--- src/rtl/vga_timing_pkg.sv ---
// Shared 640x480@60 timing constants and the horizontal line-phase type
// used by the horizontal and vertical timing generators.
package vga_timing_pkg;

  localparam int COUNT_W = 10;

  localparam int H_ACTIVE_DEFAULT     = 640;
  localparam int H_SYNC_START_DEFAULT = 656;
  localparam int H_SYNC_END_DEFAULT   = 752;
  localparam int H_TOTAL_DEFAULT      = 800;

  localparam int V_SYNC_START_DEFAULT = 490;
  localparam int V_SYNC_END_DEFAULT   = 492;
  localparam int V_TOTAL_DEFAULT      = 521;

  typedef enum logic [2:0] {
    IDLE,
    ACTIVE,
    FRONT,
    SYNC,
    BACK
  } h_state_t;

endpackage

--- src/rtl/pixel_clock_divider.sv ---
// Divides the system clock down to a one-cycle pixel strobe, decoded
// directly from the divider register so it cannot glitch.
module pixel_clock_divider #(
  parameter int CLK_DIV = 4
) (
  input  logic clock,
  input  logic res,
  output logic pixel_tick
);

  localparam int               DIV_W    = $clog2(CLK_DIV);
  localparam logic [DIV_W-1:0] DIV_LAST = DIV_W'(CLK_DIV - 1);

  logic [DIV_W-1:0] div_count;

  always_ff @(posedge clock or negedge res) begin
    if (!res) begin
      div_count <= '0;
    end else if (div_count == DIV_LAST) begin
      div_count <= '0;
    end else begin
      div_count <= div_count + 1'b1;
    end
  end

  assign pixel_tick = (div_count == DIV_LAST);

endmodule

--- src/rtl/horizontal_timing_generator.sv ---
// Counts pixels per line, tracks the line phase and drives hsync
// (horizontal_clock) plus visible-region qualifiers for pixel logic.
module horizontal_timing_generator
  import vga_timing_pkg::*;
#(
  parameter int CLK_DIV      = 4,
  parameter int H_ACTIVE     = H_ACTIVE_DEFAULT,
  parameter int H_SYNC_START = H_SYNC_START_DEFAULT,
  parameter int H_SYNC_END   = H_SYNC_END_DEFAULT,
  parameter int H_TOTAL      = H_TOTAL_DEFAULT
) (
  input  logic               clock,
  input  logic               res,
  output logic               horizontal_clock,
  output logic               pixel_tick,
  output logic               video_active,
  output logic [COUNT_W-1:0] pixel_x,
  output logic               line_end
);

  localparam logic [COUNT_W-1:0] ACTIVE_END  = COUNT_W'(H_ACTIVE);
  localparam logic [COUNT_W-1:0] SYNC_BEGIN  = COUNT_W'(H_SYNC_START);
  localparam logic [COUNT_W-1:0] SYNC_FINISH = COUNT_W'(H_SYNC_END);
  localparam logic [COUNT_W-1:0] LINE_LAST   = COUNT_W'(H_TOTAL - 1);

  h_state_t           state;
  h_state_t           state_next;
  logic [COUNT_W-1:0] h_count;
  logic [COUNT_W-1:0] h_inc;
  logic [COUNT_W-1:0] h_next;

  pixel_clock_divider #(
    .CLK_DIV(CLK_DIV)
  ) u_divider (
    .clock     (clock),
    .res       (res),
    .pixel_tick(pixel_tick)
  );

  assign h_inc = (h_count == LINE_LAST) ? '0 : h_count + 1'b1;

  // Phase changes are decided on the count the next tick will commit,
  // so state and registered outputs always describe the same pixel.
  always_comb begin
    state_next = state;
    h_next     = h_inc;
    unique case (state)
      IDLE: begin
        h_next     = h_count;
        state_next = ACTIVE;
      end
      ACTIVE:  if (h_inc == ACTIVE_END)  state_next = FRONT;
      FRONT:   if (h_inc == SYNC_BEGIN)  state_next = SYNC;
      SYNC:    if (h_inc == SYNC_FINISH) state_next = BACK;
      BACK:    if (h_inc == '0)          state_next = ACTIVE;
      default: state_next = IDLE;
    endcase
  end

  always_ff @(posedge clock or negedge res) begin
    if (!res) begin
      state            <= IDLE;
      h_count          <= '0;
      horizontal_clock <= 1'b1;
      video_active     <= 1'b0;
      pixel_x          <= '0;
      line_end         <= 1'b0;
    end else begin
      line_end <= 1'b0;
      if (pixel_tick) begin
        state            <= state_next;
        h_count          <= h_next;
        horizontal_clock <= (state_next != SYNC);
        video_active     <= (state_next == ACTIVE);
        pixel_x          <= (state_next == ACTIVE) ? h_next : '0;
        line_end         <= (state == BACK) && (state_next == ACTIVE);
      end
    end
  end

endmodule
--- config.mk ---
export PLATFORM = sky130hd
export DESIGN_NAME = horizontal_timing_generator
export DESIGN_NICKNAME = d
export VERILOG_FILES = /design/src/rtl/vga_timing_pkg.sv /design/src/rtl/pixel_clock_divider.sv /design/src/rtl/horizontal_timing_generator.sv
export SDC_FILE = /design/constraint.sdc
export NUM_CORES = 1
export LEC_CHECK = 0
export ABC_AREA = 1
export CAP_MARGIN = 0
export CORE_ASPECT_RATIO = 1.4
export CORE_MARGIN = 2
export CORE_UTILIZATION = 25
export DETAILED_ROUTE_END_ITERATION = 8
export MAX_ROUTING_LAYER = met4
export PLACE_DENSITY = 0.44
export SLEW_MARGIN = 20
export SYNTH_ARGS = -nofsm -noshare
export SYNTH_HDL_FRONTEND = slang
export SYNTH_SLANG_ARGS = --single-unit
--- constraint.sdc ---
create_clock -name clock -period 1.8 [get_ports clock]
set_input_delay 0.36 -clock clock [delete_from_list [all_inputs] [get_ports clock]]
set_output_delay 0.36 -clock clock [all_outputs]
set_load 0.05 [all_outputs]
## Yosys cells after proc, flatten, opt, wreduce, memory -nomap -nowiden

Index checks and enable logic that the tools add are counted.

- Muxes and demuxes: 10
- Reductions and logical operators: 3
- Add/subtract/negate cells: 2
- Equal/unequal tests: 11

Operator list:

| kind | number |
|---|---|
| $eq A10 B10 Y1 const B | 4 |
| $mux W10 | 3 |
| $pmux W3 S5 | 1 |
| $mux W3 | 4 |
| $add A10 B1 Y10 const B | 1 |
| $logic_not A10 Y1 | 1 |
| $eq A3 B1 Y1 const B | 2 |
| $eq A3 B2 Y1 const B | 2 |
| $eq A3 B3 Y1 const B | 1 |
| $logic_not A3 Y1 | 1 |
| $ne A3 B2 Y1 const B | 1 |
| $add A2 B1 Y2 const B | 1 |
| $eq A2 B2 Y1 const B | 1 |
| $mux W2 | 1 |
| $logic_and A1 B1 Y1 | 1 |
| $mux W1 | 1 |

- Logic and storage cells: 33
- Input port bits: 2
- Output and inout bits: 14
- Register bits after elaboration: 28

## Longest topological paths before layout

Gate-level depths: netlist (run 1).

- Depth after elaboration: 8
- Gate-level depth with buffers: 16
- Gate-level depth less buffers: 15

## Modules after synthesis

Synthesis (run 1) repeated with hierarchy kept, for this count alone.

- Cells, all modules: 224
- Area, all modules: 1,675.4 µm²

By module, submodules not included:

| module | area an instance (µm²) | instances | cells each | seq. area each (µm²) |
|---|---|---|---|---|
| horizontal_timing_generator | 1,609.0 | 1 | 220 | 651.9 |
| pixel_clock_divider | 66.3 | 1 | 4 | 50.0 |

## Least setup slack after synthesis (run 1)

OpenSTA, ideal clock, no wires.

- Path type: register -> register
- Start: register h_count[0]
- End: register pixel_x[0]
- Buffers on the path: 1
- Period minus slack after synthesis: 1.873 ns
- Path slack: -0.073 ns
- Required time: 1.682 ns
- Stages on the path, launching flop included: 16
- Setup time: 0.118 ns
- Data arrival time: 1.755 ns
- Cell sequence: dfrtp_1 -> ha_1 -> nand2_1 -> inv_1 -> nand2_1 -> nand2_1 -> nand3b_1 -> nor2_1 -> nand3_2 -> nand2_2 -> nand2_1 -> clkinv_1 -> nand2_2 -> buf_6 -> nand3b_2 -> nand2_1

- Word-level cells in the longest chain between the ends: 7
- Elaborated cells on any way between the ends: 15
- Classes of those cells: add/sub: 1; eq/ne: 5; mux: 8; reduce/logical: 1

Ends and longest elaborated chain:

| element | RTL line | RTL |
|---|---|---|
| start: declaration | horizontal_timing_generator.sv:28 | `logic [COUNT_W-1:0] h_count;` |
| start signal: assignment | horizontal_timing_generator.sv:72 | `h_count <= h_next;` |
| $add A10 B1 Y10 or $eq A10 B10 Y1 (tied branches) | horizontal_timing_generator.sv:40 | `assign h_inc = (h_count == LINE_LAST) ? '0 : h_count + 1'b1;` |
| $mux W10 | horizontal_timing_generator.sv:40 |  |
| $eq A10 B10 Y1 (tied with other cells) | horizontal_timing_generator.sv:54 | `SYNC: if (h_inc == SYNC_FINISH) state_next = BACK;` |
| $mux W3, on equally long branches | -- |  |
| $pmux W3 S5 | horizontal_timing_generator.sv:47 | `unique case (state)` |
| $eq A3 B1 Y1 | horizontal_timing_generator.sv:75 | `pixel_x <= (state_next == ACTIVE) ? h_next : '0;` |
| $mux W10 * | horizontal_timing_generator.sv:75 |  |
| end signal: assignment | horizontal_timing_generator.sv:75 |  |
| end: declaration | horizontal_timing_generator.sv:17 | `output logic [COUNT_W-1:0] pixel_x,` |

Mark *: on every way between the ends. The rest lies on a longest branch, timed or not.
A chain may end at the register's enable or synchronous reset.

## Worst setup path after layout (run 1)

- Start: register h_count[0]
- End: register pixel_x[5]

- Word-level cells in the longest chain between the ends: 7
- Elaborated cells on any way between the ends: 15
- Classes of those cells: add/sub: 1; eq/ne: 5; mux: 8; reduce/logical: 1

Ends and longest elaborated chain:

| element | RTL line |
|---|---|
| $add A10 B1 Y10 or $eq A10 B10 Y1 (tied branches) | horizontal_timing_generator.sv:40 |
| $mux W10 * | horizontal_timing_generator.sv:40 |
| $eq A10 B10 Y1 (tied with other cells) | horizontal_timing_generator.sv:54 |
| $mux W3, on equally long branches | -- |
| $pmux W3 S5 | horizontal_timing_generator.sv:47 |
| $eq A3 B1 Y1 | horizontal_timing_generator.sv:75 |
| $mux W10 * | horizontal_timing_generator.sv:75 |

Marked as above.

==> results.json, run 1 <==
{
  "reg2reg_from": "h_count[0]$_DFFE_PN0P_",
  "synth_edf_count": 0,
  "synthTopCellsByCount": "nand2_1 (60), dfrtp_1 (27), inv_1 (23)",
  "setup.worst_path.class": "reg -> reg",
  "ys_warn_count": 0,
  "grt_usage": 0.136,
  "synthesis.instances": 223,
  "grt_pass1_vias": 1666,
  "worstPathArrival_ns": 2.12,
  "root_buffer": "clkbuf_8",
  "p_per_area_mw_per_mm2": 430,
  "io_buffers": 15,
  "path_max_fanout": 10,
  "ys_top_cells_by_area": "dfrtp_1 (40%), nand2_1 (13%), nand3_2 (7.6%)",
  "viasPerCell": 4.61,
  "slew_violations": 0,
  "status": "finished with violations",
  "wl_per_cell_um": 13.3,
  "vias": 1594,
  "yosysTopAreaCell": "dfrtp_1",
  "routed_wl_mm": 4.62,
  "drcViolationCount": 0,
  "critical_path.endpoint": "pixel_x[5]$_DFFE_PN0P_",
  "clock_sinks": 28,
  "cap_violations": 0,
  "antennaDiodeCount": 0,
  "syn-mean-instance-area_um2": 7.63,
  "hp-class": "reg -> reg",
  "violations": "setup timing",
  "post-dp-hpwl_mm": 3.30,
  "grt_pass1_wl_mm": 7.62,
  "syn2layout_area_growth_pct": 44.6,
  "ys.flop_type": "dfrtp_1",
  "htreeDepth": 1,
  "die_w_um": 73.7,
  "synth.distinct_cells": 27,
  "die_area_mm2": 0.00749,
  "slowest_stage": "dfrtp_1",
  "core_mm2": 0.00657,
  "layout.nets": 277,
  "power_mw": 1.06,
  "slew_headroom": 0.682,
  "rows": 35,
  "dieHeight_um": 102,
  "ir_drop_mv": 0.261,
  "crit_chain": "ha_4 -> nand2_4 -> nor2_4 -> nand3_4 -> nand2_4 -> nand2_4 -> nor2_4 -> nand4_1 -> nand3_2 -> clkinv_2 -> buf_12 -> nand3_2 -> nand2_1",
  "cts_buffers": 3,
  "fin_worst_skew_ns": 0.00354,
  "layout_setup_ws_ns": -0.142,
  "r2r_slack_ns": -0.14,
  "max_stage_delay_ns": 0.42,
  "ys_seq_elements": 28,
  "synth_nets": 227,
  "endpoint_kind": "register",
  "post-route-period-util": 1.08,
  "cts-root-to-sink-buffers": 2,
  "critPathLaunchType": "register",
  "seq_area_frac_synth": 0.413,
  "setup_viol": 14,
  "layout-drive-gt1-share": 0.438,
  "rsz0062_at_grt": "true",
  "path_clk_slew_ns": 0.10,
  "cp.required_ns": 1.98,
  "total_leakage_power_nw": 1.13,
  "async_flop_share": 1.00,
  "grt_overflow": 0,
  "hold_viol": 0,
  "place_inst": 332,
  "clock_latency_ns": 0.28,
  "drtIter0Drc": 35,
  "antenna_found_initial": 0,
  "rr_worst_depth": 13,
  "globalplace.congestion": 0.890,
  "yosys.area.top_type_share": 0.397,
  "drt-pass1-iter-count": 4,
  "cp_common_cell": "nand2_4",
  "initial_core_util": 0.259,
  "startpoint": "h_count[0]$_DFFE_PN0P_",
  "antenna_left": 0,
  "io_pins": 16,
  "finalNonFillerCells": 346,
  "min_period_ns": 1.94,
  "reg2reg_to": "pixel_x[5]$_DFFE_PN0P_",
  "hp-start": "u_divider.div_count[0]$_DFF_PN0_",
  "worst_pin_slew_ns": 0.473,
  "cts_tree": "built",
  "yosysMostFrequentCell": "nand2_1",
  "grt_max_degree": 29,
  "max_freq_mhz": 515,
  "synth_area_mm2": 0.00170
}
## cells in the final DEF, fill, tap and decap left out, drive strengths merged
| cell | synthesis | routed |
|---|---|---|
| dfrtp | 27 | 27 |
| nor2 | 22 | 22 |
| clkdlybuf4s50 | 0 | 1 |
| nand4 | 3 | 3 |
| nand2 | 65 | 65 |
| nor3 | 3 | 3 |
| o21ai | 20 | 20 |
| a21o | 1 | 1 |
| dfstp | 1 | 1 |
| inv | 25 | 26 |
| o21bai | 5 | 5 |
| clkbuf | 5 | 4 |
| buf | 2 | 51 |
| a211oi | 1 | 1 |
| o22ai | 1 | 1 |
| nand3 | 24 | 24 |
| nand3b | 5 | 5 |
| ha | 2 | 2 |
| a21oi | 8 | 8 |
| clkinv | 3 | 2 |
## final cells by class
type / count / area [um2]
clock buffers: 4 / 55.1
fillers: 666 / 4110
inverters: 28 / 106
multi-input cells: 160 / 1050
flip-flops and latches: 28 / 704
well taps: 74 / 92.6
repair buffers: 52 / 454
## kinds of logic after synthesis
family / count (synthesis) / share of synthesized area
AND/OR/NAND/NOR: 122 / 0.370
AO/OA/AOI/OAI: 36 / 0.117
buffers and inverters: 35 / 0.0860
flip-flops: 28 / 0.413
adder cells (fa/ha/maj): 2 / 0.0147
## critical path, delay by kind of cell, from the launching register on
kind / cells / cell delay, ns
DFF: 1 / 0.42
adders and majority gates: 1 / 0.19
buffers and inverters: 2 / 0.27
and+or+nand+nor: 10 / 0.95
## where the power goes
part / total [mW] / leakage [nW] / internal [mW] / switching [mW]
clock network: 0.413 / 0.0288 / 0.197 / 0.216
registers: 0.629 / 0.339 / 0.629 / 0
logic: 0.0161 / 0.767 / 0.00331 / 0.0127
## sequential cells by signal, indices dropped and copies added (netlist names)
register,count
video_active,1
u_divider.div_count,2
state,3
h_count,10
pixel_x,10
line_end,1
horizontal_clock,1
## stage by stage
step | worst slack [ns] | hold slack, ns | TNS (ns) | utilization | cell area (um2)
6_report | -0.142 | 0.430 | -1.51 | 0.374 | 2460
3_5_place_dp | -0.170 | 0.423 | -1.99 | 0.324 | 2130
5_1_grt | -0.288 | 0.461 | -3.61 | 0.374 | 2460
4_1_cts | -0.133 | 0.438 | -1.46 | 0.354 | 2320
2_1_floorplan | -0.0475 | 0.0644 | -0.370 | - | 1710
3_3_place_gp | -0.140 | 0.422 | -1.65 | 0.324 | 2130
## per-layer routing
metal	wire, um	global-route usage	vias up
met1	1980	0.152	741
met2	2440	0.239	19
met5	0	-	-
li1	-	-	823
met4	143	0.0657	0
met3	60	0.00995	11
## worst min-delay path by stage
| stage | end | cells after the start | slack [ns] |
|---|---|---|---|
| global placement | u_divider.div_count[0]$_DFF_PN0_ | 1 | 0.42 |
| finish | u_divider.div_count[0]$_DFF_PN0_ | 1 | 0.43 |
| global route | u_divider.div_count[0]$_DFF_PN0_ | 1 | 0.46 |
| floorplan | h_count[0]$_DFFE_PN0P_ | 0 | 0.06 |
| detailed placement | u_divider.div_count[0]$_DFF_PN0_ | 1 | 0.42 |
| CTS | u_divider.div_count[0]$_DFF_PN0_ | 1 | 0.44 |
## repair_timing
item	in CTS	in global routing
hold buffers	0	0
endpoints found under the hold margin	0	0
gates resized for setup	23	31
endpoints found under the setup margin	15	17
gates cloned	0	0
pin swaps	5	9
setup buffers	6	4
Note: power is estimated with default switching activity, not from simulation.
==> inputs of run 2 (changes only) <==
==> constraint.sdc (replaced) <==
create_clock -name clock -period 1.8 [get_ports clock]
set_input_delay 0.36 -clock clock [delete_from_list [all_inputs] [get_ports clock]]
set_output_delay 0.36 -clock clock [all_outputs]
set_load 0.005 [all_outputs]
==> results.json, run 2 (same netlist as run 1, synthesis figures left out) <==
{
  "initial_core_util": 0.259,
  "post-route-period-util": 1.13,
  "post-route-util": 0.371,
  "htreeDepth": 1,
  "rows": 35,
  "layout_setup_ws_ns": -0.233,
  "setup_viol": 16,
  "pre_cts_slack_ns": -0.184,
  "finalNonFillerCells": 341,
  "hold_viol": 0,
  "slew_violations": 0,
  "met1_length_mm": 1.91,
  "switchingPower_mw": 0.230,
  "holdWs_ns": 0.434,
  "pwr-share-comb": 0.014,
  "root_buffer": "clkbuf_8",
  "die_area_mm2": 0.00749,
  "layout.nets": 272,
  "rsz0062_at_grt": "true",
  "violations": "setup timing",
  "viasPerCell": 4.69,
  "cts-root-to-sink-buffers": 2,
  "cts_hold_buf": 0,
  "antenna_found_initial": 0,
  "clock_sinks": 28,
  "routed_wl_mm": 4.66,
  "worst_pin_slew_ns": 0.442,
  "worstPathArrival_ns": 2.22,
  "reg_top3": "h_count x10, pixel_x x10, state x3",
  "max_freq_mhz": 492,
  "io_pins": 16,
  "globalplace.congestion": 0.885,
  "cp.required_ns": 1.99,
  "seq_power_share": 0.542,
  "setup.worst_path.class": "reg -> reg",
  "drcViolationCount": 0,
  "endpoint_kind": "register",
  "route.top_layer_used": "met4",
  "die_w_um": 73.7,
  "antennaDiodeCount": 0,
  "drtIter0Drc": 33,
  "layout-drive-gt1-share": 0.326,
  "layout_commonest_cell": "nand2_1",
  "status": "finished with violations",
  "layout_common_cells": "nand2_1 (51), dfrtp_1 (25), buf_4 (25)",
  "cts_buffers": 3,
  "path_clk_slew_ns": 0.11,
  "p_int_mw": 0.930,
  "grt_usage": 0.138,
  "power_mw": 1.16,
  "cap_violations": 0,
  "dr_wl_met2_mm": 2.56,
  "grt_overflow": 0,
  "slew_headroom": 0.704,
  "syn2layout_area_growth_pct": 43.3,
  "grt_pass1_wl_mm": 7.72,
  "io_buffers": 15,
  "min_period_ns": 2.03,
  "hp-class": "reg -> reg",
  "core_mm2": 0.00657,
  "clkPwrFrac": 0.444,
  "grt_max_degree": 29,
  "drt-pass1-iter-count": 4,
  "p_per_area_mw_per_mm2": 476,
  "switching_share": 0.198,
  "path_max_fanout": 5,
  "cts_tree": "built",
  "wl_per_cell_um": 13.7,
  "routed-wl-met3_um": 48,
  "critPathLaunchType": "register",
  "post-dp-hpwl_mm": 3.30,
  "dieHeight_um": 102,
  "ir_drop_mv": 0.359,
  "place_inst": 333,
  "fin_worst_skew_ns": 0.00673,
  "clock_latency_ns": 0.28,
  "vias": 1598,
  "antenna_left": 0,
  "total_leakage_power_nw": 1.10,
  "grt_pass1_vias": 1662
}
[run 2: changes by cell type in the layout (fill, tap and decap cells not counted), moves of 2 or more]
cell / before / now
nand2_2: 12 / 9
a21oi_1: 6 / 8
clkdlybuf4s50_1: 1 / 15
nor2_2: 6 / 1
nor2_1: 11 / 14
o21ai_2: 4 / 0
nand3_1: 6 / 8
buf_4: 44 / 25
o21ai_1: 1 / 5
nand2_1: 49 / 51
nor2_4: 5 / 7
[run 2: timing repair]
action | 4_1_cts | 5_1_grt
pin swaps | 6 | 5
cloned | 0 | 1
resized for setup | 21 | 22
setup endpoints to repair | 16 | 17
buffers inserted | 3 | 0
[run 2: worst paths after layout]
path,startpoint,end,slack [ns],depth (start not counted)
min in group asynchronous,res,h_count[6]$_DFFE_PN0P_,0.45,2
min,u_divider.div_count[0]$_DFF_PN0_,u_divider.div_count[0]$_DFF_PN0_,0.43,1
min reg2reg,u_divider.div_count[0]$_DFF_PN0_,u_divider.div_count[0]$_DFF_PN0_,0.43,1
max reg2reg,h_count[0]$_DFFE_PN0P_,pixel_x[5]$_DFFE_PN0P_,-0.23,13
max in group asynchronous,res,horizontal_clock$_DFFE_PN1P_,1.04,2
max,h_count[0]$_DFFE_PN0P_,pixel_x[5]$_DFFE_PN0P_,-0.23,13
[run 2: area by class of cell]
type	instances	area, um2
flip-flops and latches	28	704
multi-input cells	160	1000
clock buffers	3	41.3
clock inverters	1	30.0
fillers	693	4130
well taps	74	92.6
repair buffers	47	457
inverters	28	109
[run 2: metal layers]
layer / vias to the layer above / track usage
met5: - / -
met4: 0 / 0.0643
met3: 12 / 0.00995
met2: 18 / 0.238
met1: 758 / 0.158
li1: 810 / -
[run 2: critical path, cell delays in order, from the launching register on]
cell and delay (ns):
dfrtp_1 0.43, buf_6 0.14, nand3_4 0.11, nor2_4 0.14
nand3_1 0.16, nand3_4 0.15, nor2_4 0.06, nand3b_1 0.10
nand2_1 0.10, nor2_4 0.18, nand2_8 0.08, clkbuf_16 0.17
nand3_2 0.05, nand2_1 0.05
[run 2: through the flow]
stage               instance area (um2)  TNS, ns
detailed placement                 2160    -2.01
global placement                   2160    -2.04
floorplan                          1710   -0.361
finish                             2440    -2.74
global route                       2440    -5.01
CTS                                2310    -1.57
[run 2: power groups by stage]
stage / sequential (mW) / combinational [mW] / clock, mW
2_1_floorplan: 0.641 / 0.000000471 / 0
3_3_place_gp: 0.641 / 0.0178 / 0
3_5_place_dp: 0.641 / 0.0177 / 0
4_1_cts: 0.629 / 0.0174 / 0.533
5_1_grt: 0.629 / 0.0194 / 0.551
6_report: 0.629 / 0.0158 / 0.516
==> inputs of run 3 (changes only) <==
SKIP_CTS_REPAIR_TIMING = 1   (was not set)
==> results.json, run 3 (same netlist as run 1, synthesis figures left out) <==
{
  "grt_pass1_vias": 1619,
  "hp-class": "reg -> reg",
  "setup_viol": 16,
  "regArea_um2": 706,
  "endpoint_kind": "register",
  "clock_sinks": 28,
  "rows": 35,
  "globalplace.congestion": 0.885,
  "n_fill_cell": 687,
  "ir_drop_mv": 0.358,
  "crit_chain": "ha_4 -> nand2_4 -> nor2_4 -> nand3_4 -> nand2_4 -> nand2_4 -> nor2_4 -> nand3_2 -> nand2_2 -> nand2_2 -> inv_2 -> nand2_4 -> clkbuf_16 -> nand3_2 -> nand2_1",
  "cp_common_cell": "nand2_4",
  "p_per_area_mw_per_mm2": 480,
  "cap_violations": 0,
  "status": "finished with violations",
  "io_buffers": 15,
  "antennaDiodeCount": 0,
  "cp.buffers_inverters": 2,
  "core_mm2": 0.00657,
  "cp.required_ns": 1.99,
  "switchingPower_mw": 0.230,
  "grt_usage": 0.134,
  "viasPerCell": 4.76,
  "layout.nets": 272,
  "grt_pass1_wl_mm": 7.50,
  "wl_per_cell_um": 13.6,
  "route.top_layer_used": "met4",
  "syn2layout_area_growth_pct": 42.0,
  "antenna_left": 0,
  "critical_path.top_delay_family": "simple AND/OR/NAND/NOR gates",
  "critPathLaunchType": "register",
  "max_stage_delay_ns": 0.43,
  "clkPwrFrac": 0.445,
  "hold_viol": 0,
  "root_buffer": "clkbuf_8",
  "layout_setup_ws_ns": -0.204,
  "pwr-share-comb": 0.013,
  "finalSetupTns_ns": -2.34,
  "worstPathArrival_ns": 2.19,
  "worst_pin_slew_ns": 0.417,
  "min_period_ns": 2.00,
  "layout_common_cells": "nand2_1 (53), buf_4 (26), dfrtp_1 (24)",
  "grt_overflow": 0,
  "die_area_mm2": 0.00749,
  "routed-wl-met3_um": 110,
  "reg_top3": "h_count x10, pixel_x x10, state x3",
  "antenna_found_initial": 0,
  "post-dp-hpwl_mm": 3.30,
  "reg2reg_from": "h_count[1]$_DFFE_PN0P_",
  "htreeDepth": 1,
  "dr_wl_met2_mm": 2.50,
  "power_mw": 1.16,
  "switching_share": 0.198,
  "layout_commonest_cell": "nand2_1",
  "seq_power_share": 0.542,
  "clock_latency_ns": 0.29,
  "vias": 1622,
  "cts-root-to-sink-buffers": 2,
  "path_clk_slew_ns": 0.10,
  "total_leakage_power_nw": 1.10,
  "p_int_mw": 0.930,
  "max_freq_mhz": 499,
  "cts_buffers": 3,
  "routed_wl_mm": 4.63,
  "layout-drive-gt1-share": 0.318,
  "grt_max_degree": 29,
  "cts_tree": "built",
  "slowest_stage": "dfrtp_1",
  "initial_core_util": 0.259,
  "dieHeight_um": 102,
  "hp-start": "u_divider.div_count[0]$_DFF_PN0_",
  "drcViolationCount": 0,
  "rsz0062_at_grt": "true",
  "drtIter0Drc": 36,
  "multiInputGateArea_um2": 988,
  "startpoint": "h_count[1]$_DFFE_PN0P_",
  "slew_violations": 0,
  "drt-pass1-iter-count": 4,
  "fin_worst_skew_ns": 0.00595,
  "violations": "setup timing",
  "met1_length_mm": 1.87,
  "die_w_um": 73.7,
  "slew_headroom": 0.720,
  "io_pins": 16,
  "path_max_fanout": 5,
  "post-route-period-util": 1.11,
  "setup.worst_path.class": "reg -> reg"
}
[run 3: cell count changes in the layout (fill, tap and decap cells not counted), moves of 2 or more]
cell / delta
inv_2: +2
nor2_4: -2
o21ai_0: +2
nand2_1: +2
o21ai_1: -2
[run 3: power by group through the flow]
stage | logic [mW] | clock network, mW | registers [mW]
floorplan | 0.000000471 | 0 | 0.641
global placement | 0.0178 | 0 | 0.641
detailed placement | 0.0177 | 0 | 0.641
CTS | 0.0174 | 0.533 | 0.629
global route | 0.0195 | 0.550 | 0.629
finish | 0.0156 | 0.516 | 0.629
[run 3: final cells by class]
cell class,count,area share
clock buffers,3,0.0171
clock inverters,1,0.0124
inverters,28,0.0435
multi-input cells,160,0.409
flip-flops and latches,28,0.292
well taps,74,0.0383
repair buffers,47,0.187
[run 3: path summary, 6_finish.rpt]
| path | cells after the start | endpoint | slack [ns] |
|---|---|---|---|
| min reg2reg | 1 | u_divider.div_count[0]$_DFF_PN0_ | 0.43 |
| max in group asynchronous | 2 | horizontal_clock$_DFFE_PN1P_ | 1.05 |
| max | 15 | pixel_x[5]$_DFFE_PN0P_ | -0.20 |
| max reg2reg | 15 | pixel_x[5]$_DFFE_PN0P_ | -0.20 |
| min in group asynchronous | 2 | h_count[6]$_DFFE_PN0P_ | 0.44 |
| min | 1 | u_divider.div_count[0]$_DFF_PN0_ | 0.43 |
[run 3: per-stage QoR]
step                hold slack, ns  std cells  setup WS (ns)  cell area [um2]  utilization
detailed placement           0.418        333         -0.184             2160        0.328
global placement             0.420        333         -0.182             2160        0.328
CTS                          0.440        337         -0.219             2230        0.339
floorplan                   0.0644        223        -0.0469             1710            -
finish                       0.432        341         -0.204             2420        0.368
global route                 0.468        341         -0.329             2420        0.368
[run 3: metal layers]
| layer | vias to the layer above | track usage |
|---|---|---|
| li1 | 807 | - |
| met2 | 29 | 0.227 |
| met1 | 772 | 0.158 |
| met4 | 0 | 0.0657 |
| met5 | - | - |
| met3 | 14 | 0.00995 |
[run 3: worst reg2reg max path: cells and delay by family (launching register included)]
family | cells | cell delay [ns]
DFF | 1 | 0.43
adders and majority gates | 1 | 0.19
and+or+nand+nor | 12 | 1.09
buffers and inverters | 2 | 0.23
